[config.mk]
export PLATFORM = sky130hd
export DESIGN_NAME = mem_wb_stage
export DESIGN_NICKNAME = d
export VERILOG_FILES = /design/src/rtl/mem_wb_stage.sv
export SDC_FILE = /design/constraint.sdc
export NUM_CORES = 1
export LEC_CHECK = 0
export ABC_AREA = 0
export BUFFER_PORTS_ARGS = -buffer_cell sky130_fd_sc_hd__buf_2
export CAP_MARGIN = 20
export CORE_UTILIZATION = 28
export CTS_CLUSTER_DIAMETER = 50
export DETAILED_ROUTE_END_ITERATION = 8
export SYNTH_ARGS = -nofsm -noshare
export SYNTH_HDL_FRONTEND = slang
export SYNTH_SLANG_ARGS = --single-unit
[constraint.sdc]
create_clock -name clk -period 1.8 [get_ports clk]
set_input_delay 0.09 -clock clk [delete_from_list [all_inputs] [get_ports clk]]
set_output_delay 0.09 -clock clk [all_outputs]
set_load 0.05 [all_outputs]
[src/rtl/mem_wb_stage.sv]
// Memory-access / write-back stage.
// Issues one registered SRAM request per load/store, stalls the upstream
// pipeline until the controller pulses ready, then loads the MEM/WB register
// that feeds the register file.
module mem_wb_stage #(
  parameter int unsigned DATA_BASE = 1024,
  parameter int unsigned ADDR_W    = 16
) (
  input  logic              clk,
  input  logic              rst,
  input  logic              wb_en_in,
  input  logic              mem_r_en,
  input  logic              mem_w_en,
  input  logic [31:0]       alu_res,
  input  logic [31:0]       st_val,
  input  logic [3:0]        dest,
  output logic              sram_req,
  output logic              sram_we,
  output logic [ADDR_W-1:0] sram_addr,
  output logic [31:0]       sram_wdata,
  input  logic [31:0]       sram_rdata,
  input  logic              sram_ready,
  output logic              freeze,
  output logic [31:0]       Result_WB,
  output logic [3:0]        Dest_wb,
  output logic              writeBackEn
);

  typedef enum logic {IDLE = 1'b0, BUSY = 1'b1} state_e;

  state_e              state_q, state_d;
  logic                mem_op;
  logic [31:0]         byte_off;

  logic                sram_req_q, sram_req_d;
  logic                sram_we_q, sram_we_d;
  logic [ADDR_W-1:0]   sram_addr_q, sram_addr_d;
  logic [31:0]         sram_wdata_q, sram_wdata_d;

  logic [31:0]         result_q, result_d;
  logic [3:0]          dest_q, dest_d;
  logic                wben_q, wben_d;

  assign mem_op   = mem_r_en | mem_w_en;
  // Offset into the data region; addresses below the base wrap around.
  assign byte_off = alu_res - 32'(DATA_BASE);

  // State register.
  always_ff @(posedge clk or negedge rst) begin
    if (!rst) state_q <= IDLE;
    else      state_q <= state_d;
  end

  // Next state: leave IDLE on a memory op, leave BUSY on the ready pulse.
  always_comb begin
    state_d = state_q;
    case (state_q)
      IDLE:    if (mem_op)     state_d = BUSY;
      BUSY:    if (sram_ready) state_d = IDLE;
      default:                 state_d = IDLE;
    endcase
  end

  // Outputs: stall, request next-state and MEM/WB next-state.
  always_comb begin
    // Stall every cycle of a memory op except the one in which it completes.
    freeze       = mem_op & ~((state_q == BUSY) & sram_ready);

    sram_req_d   = sram_req_q;
    sram_we_d    = sram_we_q;
    sram_addr_d  = sram_addr_q;
    sram_wdata_d = sram_wdata_q;
    if (state_q == IDLE && mem_op) begin
      // Inputs are held by upstream while frozen, so sample them only here.
      sram_req_d   = 1'b1;
      sram_we_d    = mem_w_en & ~mem_r_en;    // load wins if both are set
      sram_addr_d  = ADDR_W'(byte_off >> 2);  // byte -> word, drop [1:0]
      sram_wdata_d = st_val;
    end else if (state_q == BUSY && sram_ready) begin
      sram_req_d   = 1'b0;
    end

    result_d = result_q;
    dest_d   = dest_q;
    wben_d   = 1'b0;                          // bubble while frozen
    if (!freeze) begin
      result_d = mem_r_en ? sram_rdata : alu_res;
      dest_d   = dest;
      wben_d   = wb_en_in;
    end
  end

  // SRAM request registers; reset drops an outstanding request immediately.
  always_ff @(posedge clk or negedge rst) begin
    if (!rst) begin
      sram_req_q   <= 1'b0;
      sram_we_q    <= 1'b0;
      sram_addr_q  <= '0;
      sram_wdata_q <= '0;
    end else begin
      sram_req_q   <= sram_req_d;
      sram_we_q    <= sram_we_d;
      sram_addr_q  <= sram_addr_d;
      sram_wdata_q <= sram_wdata_d;
    end
  end

  // MEM/WB pipeline register.
  always_ff @(posedge clk or negedge rst) begin
    if (!rst) begin
      result_q <= '0;
      dest_q   <= '0;
      wben_q   <= 1'b0;
    end else begin
      result_q <= result_d;
      dest_q   <= dest_d;
      wben_q   <= wben_d;
    end
  end

  assign sram_req    = sram_req_q;
  assign sram_we     = sram_we_q;
  assign sram_addr   = sram_addr_q;
  assign sram_wdata  = sram_wdata_q;
  assign Result_WB   = result_q;
  assign Dest_wb     = dest_q;
  assign writeBackEn = wben_q;

endmodule

## After elaboration in Yosys (flattened, before gate mapping)

Index checks and enable logic that the tools add are counted.

| storage, ports and cells | value |
|---|---|
| register bits after elaboration | 88 |
| bits of input ports | 106 |
| output and inout bits | 88 |
| word-level logic and storage cells | 26 |

| cells by class | value |
|---|---|
| add/subtract/negate cells | 1 |
| mux-type cells | 7 |
| bitwise logic cells | 7 |
| reductions and logical operators | 3 |

Operators with widths:

| cell | number |
|---|---|
| $mux 32 | 1 |
| $sub 18x11->18 const B | 1 |
| $mux 1 | 5 |
| $and 1x1->1 | 3 |
| $not 1->1 | 3 |
| $logic_and 1x1->1 | 2 |
| $pmux 1 s2 | 1 |
| $reduce_bool 2->1 | 1 |
| $or 1x1->1 | 1 |

## Logic depth before layout (Yosys ltp)

| depth | value |
|---|---|
| word-level depth | 4 |
| depth in mapped cells | 6 |
| mapped depth without buffers | 5 |

## Worst setup path before layout

OpenSTA, ideal clock, no wires.

| timing path | value |
|---|---|
| kind | register to register |
| from | register state_q |
| to | register result_q[25], in the netlist Result_WB[25] |
| setup time | 0.083 ns |
| arrival | 1.473 ns |
| required time | 1.717 ns |
| setup slack | 0.244 ns |
| stages on the path, launching flop included | 5 |
| buffers on the path | 1 |
| period minus slack after synthesis | 1.556 ns |
| cell sequence | dfrtp_1 > a2bb2oi_2 > clkbuf_1 > nand2_1 > o21ai_0 |

| on the way | value |
|---|---|
| longest elaborated chain between the ends | 3 |

Ends and longest elaborated chain:

| item | RTL line | RTL |
|---|---|---|
| start: declaration | 31 | `state_e state_q, state_d;` |
| start signal: assignment | 51 | `else state_q <= state_d;` |
| $and 1x1->1 | 67 | `freeze = mem_op & ~((state_q == BUSY) & sram_ready);` |
| $not 1->1 | 67 |  |
| $and 1x1->1 | 67 |  |
| via freeze | 23 | `output logic freeze,` |
| end signal: assignment | 115 | `result_q <= result_d;` |
| end: declaration | 40 | `logic [31:0] result_q, result_d;` |

The timed path passes the listed nets, and every way through them passes these cells.
A chain may end at the register's enable or synchronous reset.

## Worst setup path in the final report

| timing path | value |
|---|---|
| from | input alu_res[10] |
| to | register sram_addr_q[14], in the netlist sram_addr[14] |

| on the way | value |
|---|---|
| longest elaborated chain between the ends | 1 |

Ends and longest elaborated chain:

| item | RTL line | RTL |
|---|---|---|
| start: declaration | 14 | `input logic [31:0] alu_res,` |
| $sub 18x11->18 | 46 | `assign byte_off = alu_res - 32'(DATA_BASE);` |
| end signal: assignment | 103 | `sram_addr_q <= sram_addr_d;` |
| end: declaration | 37 | `logic [ADDR_W-1:0] sram_addr_q, sram_addr_d;` |

Every way passes these cells.

==> metrics <==
status finished clean; clk_skew 9.43 ps; RSZ-0062 raised after global routing false; most frequent cell after synthesis nand2_1; IO buf count 193; Commonest cells post-synth nand2_1, dfrtp_1, o21ai_0; maximum VDD drop 0.636 mV; Yosys warnings 0; first-pass GRT wire length 16,100 um; crit path DAT 1930 ps; P_leak 3.00 nW; PwrDens 1240 nW/um^2; Antenna Nets Post-Route 0; Layout fillers 1,218; Core ar. 12,700 sq um; clock sink count 88; Post-CTS Setup Repair Bufs 0; Crit. End Element flop; crit-path max FO 5; Max Transition Viols Final 0; CTS Buf Count 9; number of enable flip-flop cells after synthesis 0; CP max stage delay 530 ps; Slowest cell on crit path dlygate4sd3_1; fmax 0.600 GHz; Avg WL per Cell 13.2 um; Worst-path clk slew 60 ps; critical-path cell list dlygate4sd3_1, buf_2, inv_1, ha_1, or4b_4, or3_1, a31oi_1; Worst EP required 2060 ps; IO Pins 194; # H-tree levels 3; Hold-fix buffers, CTS 47; Mean Syn Cell Area 9.80 sq um; Max-slew headroom 64.2%; worst-margin pin slew 536 ps; Syn Nets 480; CP startpoint kind input port; pin count of the biggest net entering global routing 60; Nets 717; top-area cell type share of the netlist area 60.2%; gpl congestion 0.719; max cap viols 0; Finished Core Util 44.4%; die area 13,500 sq um; Vias 3,396; Clock Path Buffers 2; Mapped Cells 373; root buf cell clkbuf_16; Hold Vio Cnt, Final 0; final setup fails 0; share of cells above drive strength 1 35.9%; ys async rst share 100%; area grow syn2layout 53.8%; Seq/Total Area, Yosys 60.2%; GRT overflow 0; Antenna Cells 0; critical path class input port to flop; initial antenna violation count 0; Syn Std Cell Area 3660 sq um; Main synth FF type dfrtp_1; Die X 116 um; Synth area leaders dfrtp_1, nand2_1, mux2i_1, o21ai_0, buf_2; Final period util 92.7%; CTS tree done; Post-CTS Resized 0; Rows 41; Worst-Skew Late Latency 340 ps; worst hold path type input port to flop; fin crit period 1670 ps; drt first pass iters 4; area leader, netlist dfrtp_1; register bit total from synthesis 88; Total GRT Usage 15.7%; Iter 0 DRT Violations 93; die height 116 um; vias per cell 4.32; Setup TNS 0 ps; Initial Util 28.9%; DR DRC count 0; Routed WL 10,400 um; number of global-route vias before repair 3,245; Synth cell types 27; HPWL after detailed placement 6970 um
## cells in the final DEF, fill, tap and decap left out, drive strengths merged
| cell type | count |
|---|---|
| a21o | 1 |
| a21oi | 2 |
| a2bb2oi | 1 |
| a31oi | 4 |
| buf | 200 |
| clkbuf | 14 |
| clkinv | 2 |
| dfrtp | 88 |
| dlygate4sd3 | 47 |
| ha | 1 |
| inv | 4 |
| mux2 | 4 |
| mux2i | 32 |
| nand2 | 157 |
| nand2b | 2 |
| nand3 | 1 |
| nor2 | 4 |
| nor2b | 1 |
| nor3 | 1 |
| o211ai | 1 |
| o21ai | 38 |
| o21ba | 1 |
| o21bai | 1 |
| o31ai | 1 |
| or3 | 2 |
| or4 | 3 |
| or4b | 1 |
| xnor2 | 1 |
## metal layers
layer	wire length, um	global-route usage (%)	up-vias
li1	-	-	1690
met1	4380	19.0	1552
met2	4970	25.7	141
met3	810	4.72	13
met4	191	7.35	0
met5	0	0	-
## final timing paths
check | cells past startpoint | start | slack [ps] | to
max in group asynchronous | 3 | rst | 880 | sram_wdata[4]$_DFFE_PN0P_
min reg2reg | 2 | sram_addr[7]$_DFFE_PN0P_ | 470 | sram_addr[7]$_DFFE_PN0P_
min | 3 | sram_rdata[5] | 40 | Result_WB[5]$_DFFE_PN0N_
min in group asynchronous | 2 | rst | 280 | Result_WB[27]$_DFFE_PN0N_
max | 7 | alu_res[10] | 130 | sram_addr[14]$_DFFE_PN0P_
max reg2reg | 3 | state_q$_DFF_PN0_ | 450 | Dest_wb[3]$_DFFE_PN0N_
## power by group
part	internal [mW]	total, mW	switching [mW]
clock	1.01	1.76	0.747
combinational	0.656	2.65	1.99
sequential	2.36	2.57	0.203
total	4.03	6.97	2.94
## logic make-up after synthesis
group	share of synthesized area, %
adders and majority gates	0.342
and+or+nand+nor	18.7
DFF	60.2
muxes	9.99
AOI/OAI and AO/OA	7.67
xor gates and xnor gates	0.240
buffers and inverters	2.87
## flip-flops by register name, summed over array words and instances (netlist names)
signal / flops
Dest_wb: 4
Result_WB: 32
sram_addr: 16
sram_req: 1
sram_wdata: 32
sram_we: 1
state_q: 1
writeBackEn: 1
## area by class of cell
cell class	instances	area (sq um)	share of cell area, %
flip-flops and latches	88	2200	39.2
clock buffers	14	264	4.70
clock inverters	2	13.8	0.245
repair buffers	247	1540	27.4
inverters	4	15.0	0.267
well taps	172	215	3.83
multi-input cells	260	1370	24.4
## stage by stage
stage                     cell area [sq um]  instances  power (mW)  worst slack, ps  hold WS, ps
after floorplan                        3660        373        4.42              244         -206
after global placement                 4870        724        5.15              354          109
after detailed placement               4870        724        5.19              338          110
after CTS                              5620        787        7.08              154         31.0
after global routing                   5620        787        7.37             64.2         38.3
final                                  5620        787        6.97              132         42.9
## critical path: cells and delay by family
| kind | cells | cell delay (ps) |
|---|---|---|
| AO/OA/AOI/OAI | 1 | 160 |
| adder cells (fa/ha/maj) | 1 | 160 |
| buffers and inverters | 3 | 730 |
| AND/OR/NAND/NOR | 2 | 790 |
Note: power is estimated with default switching activity, not from simulation.
